`src/rtl/lamp_sequencer.sv`:
```
// lamp_sequencer
// Clocked controller for a three-way hall lamp. Any one of three wall
// switches toggles the lamp. Each raw switch is synchronised and
// debounced. Debounced edges are combined by parity into toggle events.
// These drive an OFF / ON / WARN state machine. An optional auto-off
// timer is included, and the lamp blinks as a warning before it turns
// itself off.
//
// Ports:
//   clk         system clock, rising-edge active
//   rst         asynchronous, active-high reset (clears every flop)
//   S1, S2, S3  raw wall switches, asynchronous to clk
//   timeout_en  1 = auto-off timer active (synchronous to clk)
//   F           registered lamp drive
//   state       FSM state: 00 = OFF, 01 = ON, 10 = WARN
//   toggle      one-cycle pulse for each accepted toggle event

module lamp_sequencer #(
    parameter int DB_CYCLES   = 4,
    parameter int TIMEOUT     = 64,
    parameter int WARN_CYCLES = 16,
    parameter int BLINK_HALF  = 2
) (
    input  logic       clk,
    input  logic       rst,
    input  logic       S1,
    input  logic       S2,
    input  logic       S3,
    input  logic       timeout_en,
    output logic       F,
    output logic [1:0] state,
    output logic       toggle
);

    // Counter widths. A parameter of 1 still needs a one-bit counter.
    localparam int DB_W    = (DB_CYCLES > 1) ? $clog2(DB_CYCLES) : 1;
    localparam int TO_W    = $clog2(TIMEOUT);
    localparam int WN_W    = $clog2(WARN_CYCLES);
    localparam int TIMER_W = (TO_W > WN_W) ? TO_W : WN_W;
    localparam int BL_W    = (BLINK_HALF > 1) ? $clog2(BLINK_HALF) : 1;

    localparam logic [DB_W-1:0]    DB_LAST    = DB_W'(DB_CYCLES - 1);
    localparam logic [TIMER_W-1:0] ON_LAST    = TIMER_W'(TIMEOUT - 1);
    localparam logic [TIMER_W-1:0] WARN_LAST  = TIMER_W'(WARN_CYCLES - 1);
    localparam logic [BL_W-1:0]    BLINK_LAST = BL_W'(BLINK_HALF - 1);

    typedef enum logic [1:0] {
        ST_OFF  = 2'b00,
        ST_ON   = 2'b01,
        ST_WARN = 2'b10
    } state_t;

    logic [2:0]      raw;
    logic [2:0]      sync1;
    logic [2:0]      sync2;
    logic [2:0]      db;
    logic [2:0]      db_prev;
    logic [DB_W-1:0] cnt [3];
    logic            toggle_event;

    state_t              cur_state;
    state_t              next_state;
    logic [TIMER_W-1:0]  timer;
    logic [TIMER_W-1:0]  timer_next;
    logic [BL_W-1:0]     blink;
    logic [BL_W-1:0]     blink_next;
    logic                f_next;

    assign raw = {S3, S2, S1};

    // Two-flop synchroniser, then a debounce counter for each switch.
    // The counter runs while the synchronised value differs from the
    // debounced value. It restarts whenever they agree again. db takes
    // the new value on the cycle the count would reach DB_CYCLES.
    always_ff @(posedge clk or posedge rst) begin
        if (rst) begin
            sync1   <= '0;
            sync2   <= '0;
            db      <= '0;
            db_prev <= '0;
            for (int i = 0; i < 3; i++) begin
                cnt[i] <= '0;
            end
        end else begin
            sync1   <= raw;
            sync2   <= sync1;
            db_prev <= db;
            for (int i = 0; i < 3; i++) begin
                if (sync2[i] != db[i]) begin
                    if (cnt[i] == DB_LAST) begin
                        db[i]  <= sync2[i];
                        cnt[i] <= '0;
                    end else begin
                        cnt[i] <= cnt[i] + DB_W'(1);
                    end
                end else begin
                    cnt[i] <= '0;
                end
            end
        end
    end

    // An odd number of simultaneous debounced edges gives one toggle.
    // An even number cancels out, just as it does in parity lamp wiring.
    assign toggle_event = ^(db ^ db_prev);

    // State, timer, blink counter, lamp and toggle pulse all update on
    // the same edge, so toggle and the new state appear together.
    always_ff @(posedge clk or posedge rst) begin
        if (rst) begin
            cur_state <= ST_OFF;
            timer     <= '0;
            blink     <= '0;
            F         <= 1'b0;
            toggle    <= 1'b0;
        end else begin
            cur_state <= next_state;
            timer     <= timer_next;
            blink     <= blink_next;
            F         <= f_next;
            toggle    <= toggle_event;
        end
    end

    // Next-state logic. A toggle has the highest priority. Dropping
    // timeout_en comes next, and timer expiry comes last. In WARN a
    // toggle re-arms the lamp rather than switching it off. The timer is
    // reloaded on every state change, so it never has to wrap.
    always_comb begin
        next_state = cur_state;
        timer_next = timer;
        blink_next = blink;
        f_next     = F;
        case (cur_state)
            ST_OFF: begin
                timer_next = '0;
                blink_next = '0;
                f_next     = 1'b0;
                if (toggle_event) begin
                    next_state = ST_ON;
                    f_next     = 1'b1;
                end
            end
            ST_ON: begin
                blink_next = '0;
                f_next     = 1'b1;
                if (toggle_event) begin
                    next_state = ST_OFF;
                    timer_next = '0;
                    f_next     = 1'b0;
                end else if (!timeout_en) begin
                    timer_next = '0;
                end else if (timer == ON_LAST) begin
                    next_state = ST_WARN;
                    timer_next = '0;
                    f_next     = 1'b0;
                end else begin
                    timer_next = timer + TIMER_W'(1);
                end
            end
            ST_WARN: begin
                if (toggle_event || !timeout_en) begin
                    next_state = ST_ON;
                    timer_next = '0;
                    blink_next = '0;
                    f_next     = 1'b1;
                end else if (timer == WARN_LAST) begin
                    next_state = ST_OFF;
                    timer_next = '0;
                    blink_next = '0;
                    f_next     = 1'b0;
                end else begin
                    // F starts low on entry and flips every BLINK_HALF cycles.
                    timer_next = timer + TIMER_W'(1);
                    if (blink == BLINK_LAST) begin
                        blink_next = '0;
                        f_next     = ~F;
                    end else begin
                        blink_next = blink + BL_W'(1);
                    end
                end
            end
            default: begin
                next_state = ST_OFF;
                timer_next = '0;
                blink_next = '0;
                f_next     = 1'b0;
            end
        endcase
    end

    assign state = cur_state;

endmodule

```
`config.mk`:
```
export PLATFORM = sky130hd
export DESIGN_NAME = lamp_sequencer
export DESIGN_NICKNAME = d
export VERILOG_FILES = /design/src/rtl/lamp_sequencer.sv
export SDC_FILE = /design/constraint.sdc
export NUM_CORES = 1
export LEC_CHECK = 0
export ABC_AREA = 1
export BUFFER_PORTS_ARGS = -buffer_cell sky130_fd_sc_hd__buf_2
export CORE_MARGIN = 2
export CORE_UTILIZATION = 63
export DETAILED_ROUTE_END_ITERATION = 6
export GPL_TIMING_DRIVEN = 0
export PLACE_DENSITY = 0.85
export RECOVER_POWER = 25
export SETUP_SLACK_MARGIN = 0.5
export SYNTH_ARGS = -nofsm -noshare
export SYNTH_HDL_FRONTEND = slang
export SYNTH_SLANG_ARGS = --single-unit
```
`constraint.sdc`:
```
create_clock -name clk -period 2.6 [get_ports clk]
set_input_delay 0.52 -clock clk [delete_from_list [all_inputs] [get_ports clk]]
set_output_delay 0.52 -clock clk [all_outputs]
set_load 0.005 [all_outputs]
```
==> results.md <==
- The initial antenna violation count came to 0.
- For the worst-skew pair, the clock arrives at the later sink with an insertion delay of 0.33 ns.
- The worst-margin pin slew is 1.07 ns.
- The leakage power figure is 0.844 nW.
- The number of DRC violations after detailed routing is 0.
- At the worst endpoint, the required time is 2.83 ns.
- Buffers inserted during clock tree synthesis total 5.
- The number of enable-type register cells in the synthesized netlist is 0.
- The fraction of final layout cells with drive strength greater than 1 is between 20 and 25%.
- At the placement stage, the worst setup path has a slack of 1.03 ns.
- Dividing the detail-routed wire length by the instance count gives 11.5 µm.
- The clock tree synthesis step divided the H-tree into 2 levels.
- The net switching share of the total power is 41.8%.
- The maximum clock skew at final layout is about 0.013 ns.
- The CTS clock-pin slew for the worst setup and hold paths is 0.10 ns.
- The count of final hold-check violations is 0.
- The worst setup path is captured at a flop.
- The total nets after synthesis is about 170.
- The count of maximum capacitance violations is 0.
- In this run the register-to-register setup slack is 1.03 ns.
- For this design the top-level I/O count stands at 10.
- The peak fanout along the critical path is 5.
- Compared with the post-synthesis result, the final layout area differs by 11.2%.
- Sorting the synthesized cells by area gives the leading types as sky130_fd_sc_hd__dfrtp_1, sky130_fd_sc_hd__nand2_1, sky130_fd_sc_hd__ha_1.
- The core region is about 0.0022 mm².
- For the worst flop-to-flop path, the logic depth is 9.
- The run finished with clean final reports.
- Of the total power, combinational logic draws 48.2%.
- The startpoint identified for the worst register-to-register timing path is state[0]$_DFFE_PP0P_.
- The number of search-and-repair iterations in the first detailed-routing pass is 4.
- CTS saw 29 sinks.
- The normalized max-slew margin is 28.9%.
- After technology mapping, the gate count stands at about 160.
- The total wire length is 2.32 mm.
- The share of synthesized flip-flops with an asynchronous set or reset is 100%.
- The root cell of the clock tree is sky130_fd_sc_hd__clkbuf_4.
- The largest family of logic cells by synthesized area is simple AND/OR/NAND/NOR gates.
- The clock share of power is 18.7%.
- The number of cells in the finished layout apart from fillers is about 200.
- The hold path depth is 1.
- The portion of netlist area occupied by mux cells is less than 1%.
- In this run, post-CTS hold repair placed 0 buffers.
- The CTS tree is built.
- Of the total synthesized cell area, the portion taken by AND, OR, NAND and NOR gates is 26.2%.
- After Yosys synthesis, full adders, half adders and majority gates account for approximately 7% of the synthesized area.
- The final-report max-slew violation count is 0.
- The die outline height is about 52 µm.
- Static timing analysis puts the maximum clock frequency at 635 MHz.
- The total non-filler cell area in the finished layout is 0.00164 mm².
- The via count of the first global-routing pass came to 1022.
- The most frequently used flop master after synthesis is sky130_fd_sc_hd__dfrtp_1.
- Routability-driven placement finished with a final weighted congestion of approximately 0.86.
- The post-synthesis xor/xnor area fraction is 4.68%.
- The hold path startpoint is S2.
- The post-detailed-route count of antenna-violating nets is 0.
- Summed over all nets, the half-perimeter wirelength after detailed placement is 1.75 mm.
- In this run the mean area of a mapped cell was 9.36 µm².
- Ranked by instance count, the synthesized netlist is headed by sky130_fd_sc_hd__nand2_1, sky130_fd_sc_hd__dfrtp_1, sky130_fd_sc_hd__inv_1, sky130_fd_sc_hd__nor2_1.
- The first-pass GRT wire length is 3.92 mm.
- The startpoint type of the worst setup path is a flop.
- The post-synthesis instance area is 0.00147 mm².
- The count of unique library cells instantiated by Yosys is 28.
- The destination of the worst hold path is sync1[1]$_DFF_PP0_.
- Among all cell types in the netlist, the one instantiated most often is sky130_fd_sc_hd__nand2_1.
- Per report_power, the sequential group accounts for between 30 and 40% of the total.
- Once routing completed, OpenROAD measured the worst setup slack at 1.03 ns.
- The post-placement cell count is 194.
- The worst setup path category is flop to flop.
- For this design the total switching power over the nets is approximately 0.86 mW.
- 0 antenna diodes ended up in the layout.
- Adding up every negative setup slack in the final design gives 0 ns.
- Setup violations remaining at the end of the flow were counted as 0.
- The aggregate global routing overflow is 0.
- The top cell type by total area after synthesis is sky130_fd_sc_hd__dfrtp_1.
- Internal power comes to 1.19 mW.
- The count of buffers added on input and output ports is 9.
- The area enclosed by the die boundary is around 0.0027 mm².
- The worst min-delay path category is input port to flop.
- The initial standard-cell utilization of the core is 66.5%.
- In the final design database the tool counted 187 nets.
- Using the TritonRoute via totals, the vias-per-cell ratio works out to ~5.2.
- Across the VDD grid, the largest voltage drop is about 680 µV.
- The number of gates resized after cts is 0.
- The largest net degree at the start of global routing is 30.
- The global router's overall resource usage is 19.8%.
- After synthesis, the largest area contributor takes up just under 50% of total cell area.
- The number of placement rows is 17.
- The Yosys warning count is 0.
- Setup repair after global routing left no endpoint under its margin.
- The final critical path takes up 60.5% of the cycle.
- The number of violations reported at the end of detailed-routing iteration 0 is 24.
- The die boundary width is roughly 52 µm.
- The worst-case clock buffer depth is 2.
- The total vias in the final route is 1049.
- The flip-flop and latch count after synthesis is 29.
- The post-place instance area is approximately 0.0016 mm².
- The post-CTS setup buffer count is 0.
- The worst-case hold slack is 0.294 ns.
- Subtracting the final worst setup slack from the clock period gives 1.57 ns.
- In this run the critical register-to-register path is captured at F$_DFFE_PP0P_.
- Power spread over the standard cell area amounts to 1250 mW/mm².
- The share of the Yosys chip area taken by registers is a little under 50%.
- The arrival time at the worst endpoint is 1.80 ns.
- The synthesized netlist devotes 4.00% of its cell area to compound gates.
==> cell usage in the layout (no fill, tap or decap), types with 2 or more instances in the layout <==
master and count:
sky130_fd_sc_hd__o21ai_0 3, sky130_fd_sc_hd__nor2_1 13, sky130_fd_sc_hd__inv_1 26, sky130_fd_sc_hd__nor3_1 6, sky130_fd_sc_hd__buf_2 9, sky130_fd_sc_hd__nand2_2 4, sky130_fd_sc_hd__nor2_2 2, sky130_fd_sc_hd__dfrtp_1 29
sky130_fd_sc_hd__nand2_1 31, sky130_fd_sc_hd__nand3_1 8, sky130_fd_sc_hd__inv_2 2, sky130_fd_sc_hd__ha_1 8, sky130_fd_sc_hd__xnor2_1 5, sky130_fd_sc_hd__clkbuf_4 5, sky130_fd_sc_hd__nand3_2 5
==> power groups by stage <==
stage	combinational (mW)	sequential [mW]	clock, mW
floorplan	0.807	0.669	0
global placement	0.930	0.676	0
detailed placement	0.983	0.685	0
CTS	0.991	0.675	0.394
global route	1.10	0.692	0.406
finish	0.986	0.678	0.383
==> layer usage <==
layer  GRT usage, %  share of wire [%]
met1           21.2                 44
met2           35.0                 49
met3           5.14                5.4
met4           11.1                1.3
met5              0                  0
==> metrics by stage <==
stage          total power, mW  util (%)
2_1_floorplan             1.48         -
3_3_place_gp              1.61      70.1
3_5_place_dp              1.67      70.1
4_1_cts                   2.06      73.9
5_1_grt                   2.20      73.9
6_report                  2.05      73.9
==> worst max path at each step <==
stage | from | end | slack (ns) | cells after the start
floorplan | timer[0]$_DFF_PP0_ | F$_DFFE_PP0P_ | 1.20 | 9
global placement | timer[0]$_DFF_PP0_ | F$_DFFE_PP0P_ | 1.10 | 9
detailed placement | timer[0]$_DFF_PP0_ | F$_DFFE_PP0P_ | 1.03 | 9
CTS | timer[0]$_DFF_PP0_ | F$_DFFE_PP0P_ | 1.02 | 9
global route | timer[0]$_DFF_PP0_ | F$_DFFE_PP0P_ | 0.91 | 9
finish | state[0]$_DFFE_PP0P_ | F$_DFFE_PP0P_ | 1.03 | 9
==> registers in the layout, summed over array words and instances (netlist names) <==
| name | flops |
|---|---|
| blink | 1 |
| cnt | 6 |
| toggle | 1 |
| db | 3 |
| F | 1 |
| state | 2 |
| db_prev | 3 |
| sync1 | 3 |
| timer | 6 |
| sync2 | 3 |
==> cells by family after synthesis <==
| family | Yosys count |
|---|---|
| simple gates | 74 |
| buf+inv | 30 |
| flops | 29 |
| compound gates | 8 |
| fa+ha+maj | 8 |
| xor+xnor | 7 |
| mux | 1 |
==> critical path, cell delays in order (launching register included) <==
cell                      delay (ns)
sky130_fd_sc_hd__dfrtp_1        0.44
sky130_fd_sc_hd__inv_1          0.11
sky130_fd_sc_hd__ha_1           0.22
sky130_fd_sc_hd__inv_1          0.07
sky130_fd_sc_hd__nor2_2         0.27
sky130_fd_sc_hd__nand4_2        0.16
sky130_fd_sc_hd__nand2_1        0.08
sky130_fd_sc_hd__inv_1          0.03
sky130_fd_sc_hd__nand2_1        0.05
sky130_fd_sc_hd__nand2_1        0.04
==> cell type report <==
class,count,area [µm²]
fillers,164,577
multi-input cells,98,624
well taps,28,35.0
clock inverters,1,30.0
plain buffers,1,11.3
clock buffers,7,55.1
repair buffers,9,45.0
flip-flops and latches,29,726
inverters,29,109
No activity file was read; power rests on OpenSTA's default activity.
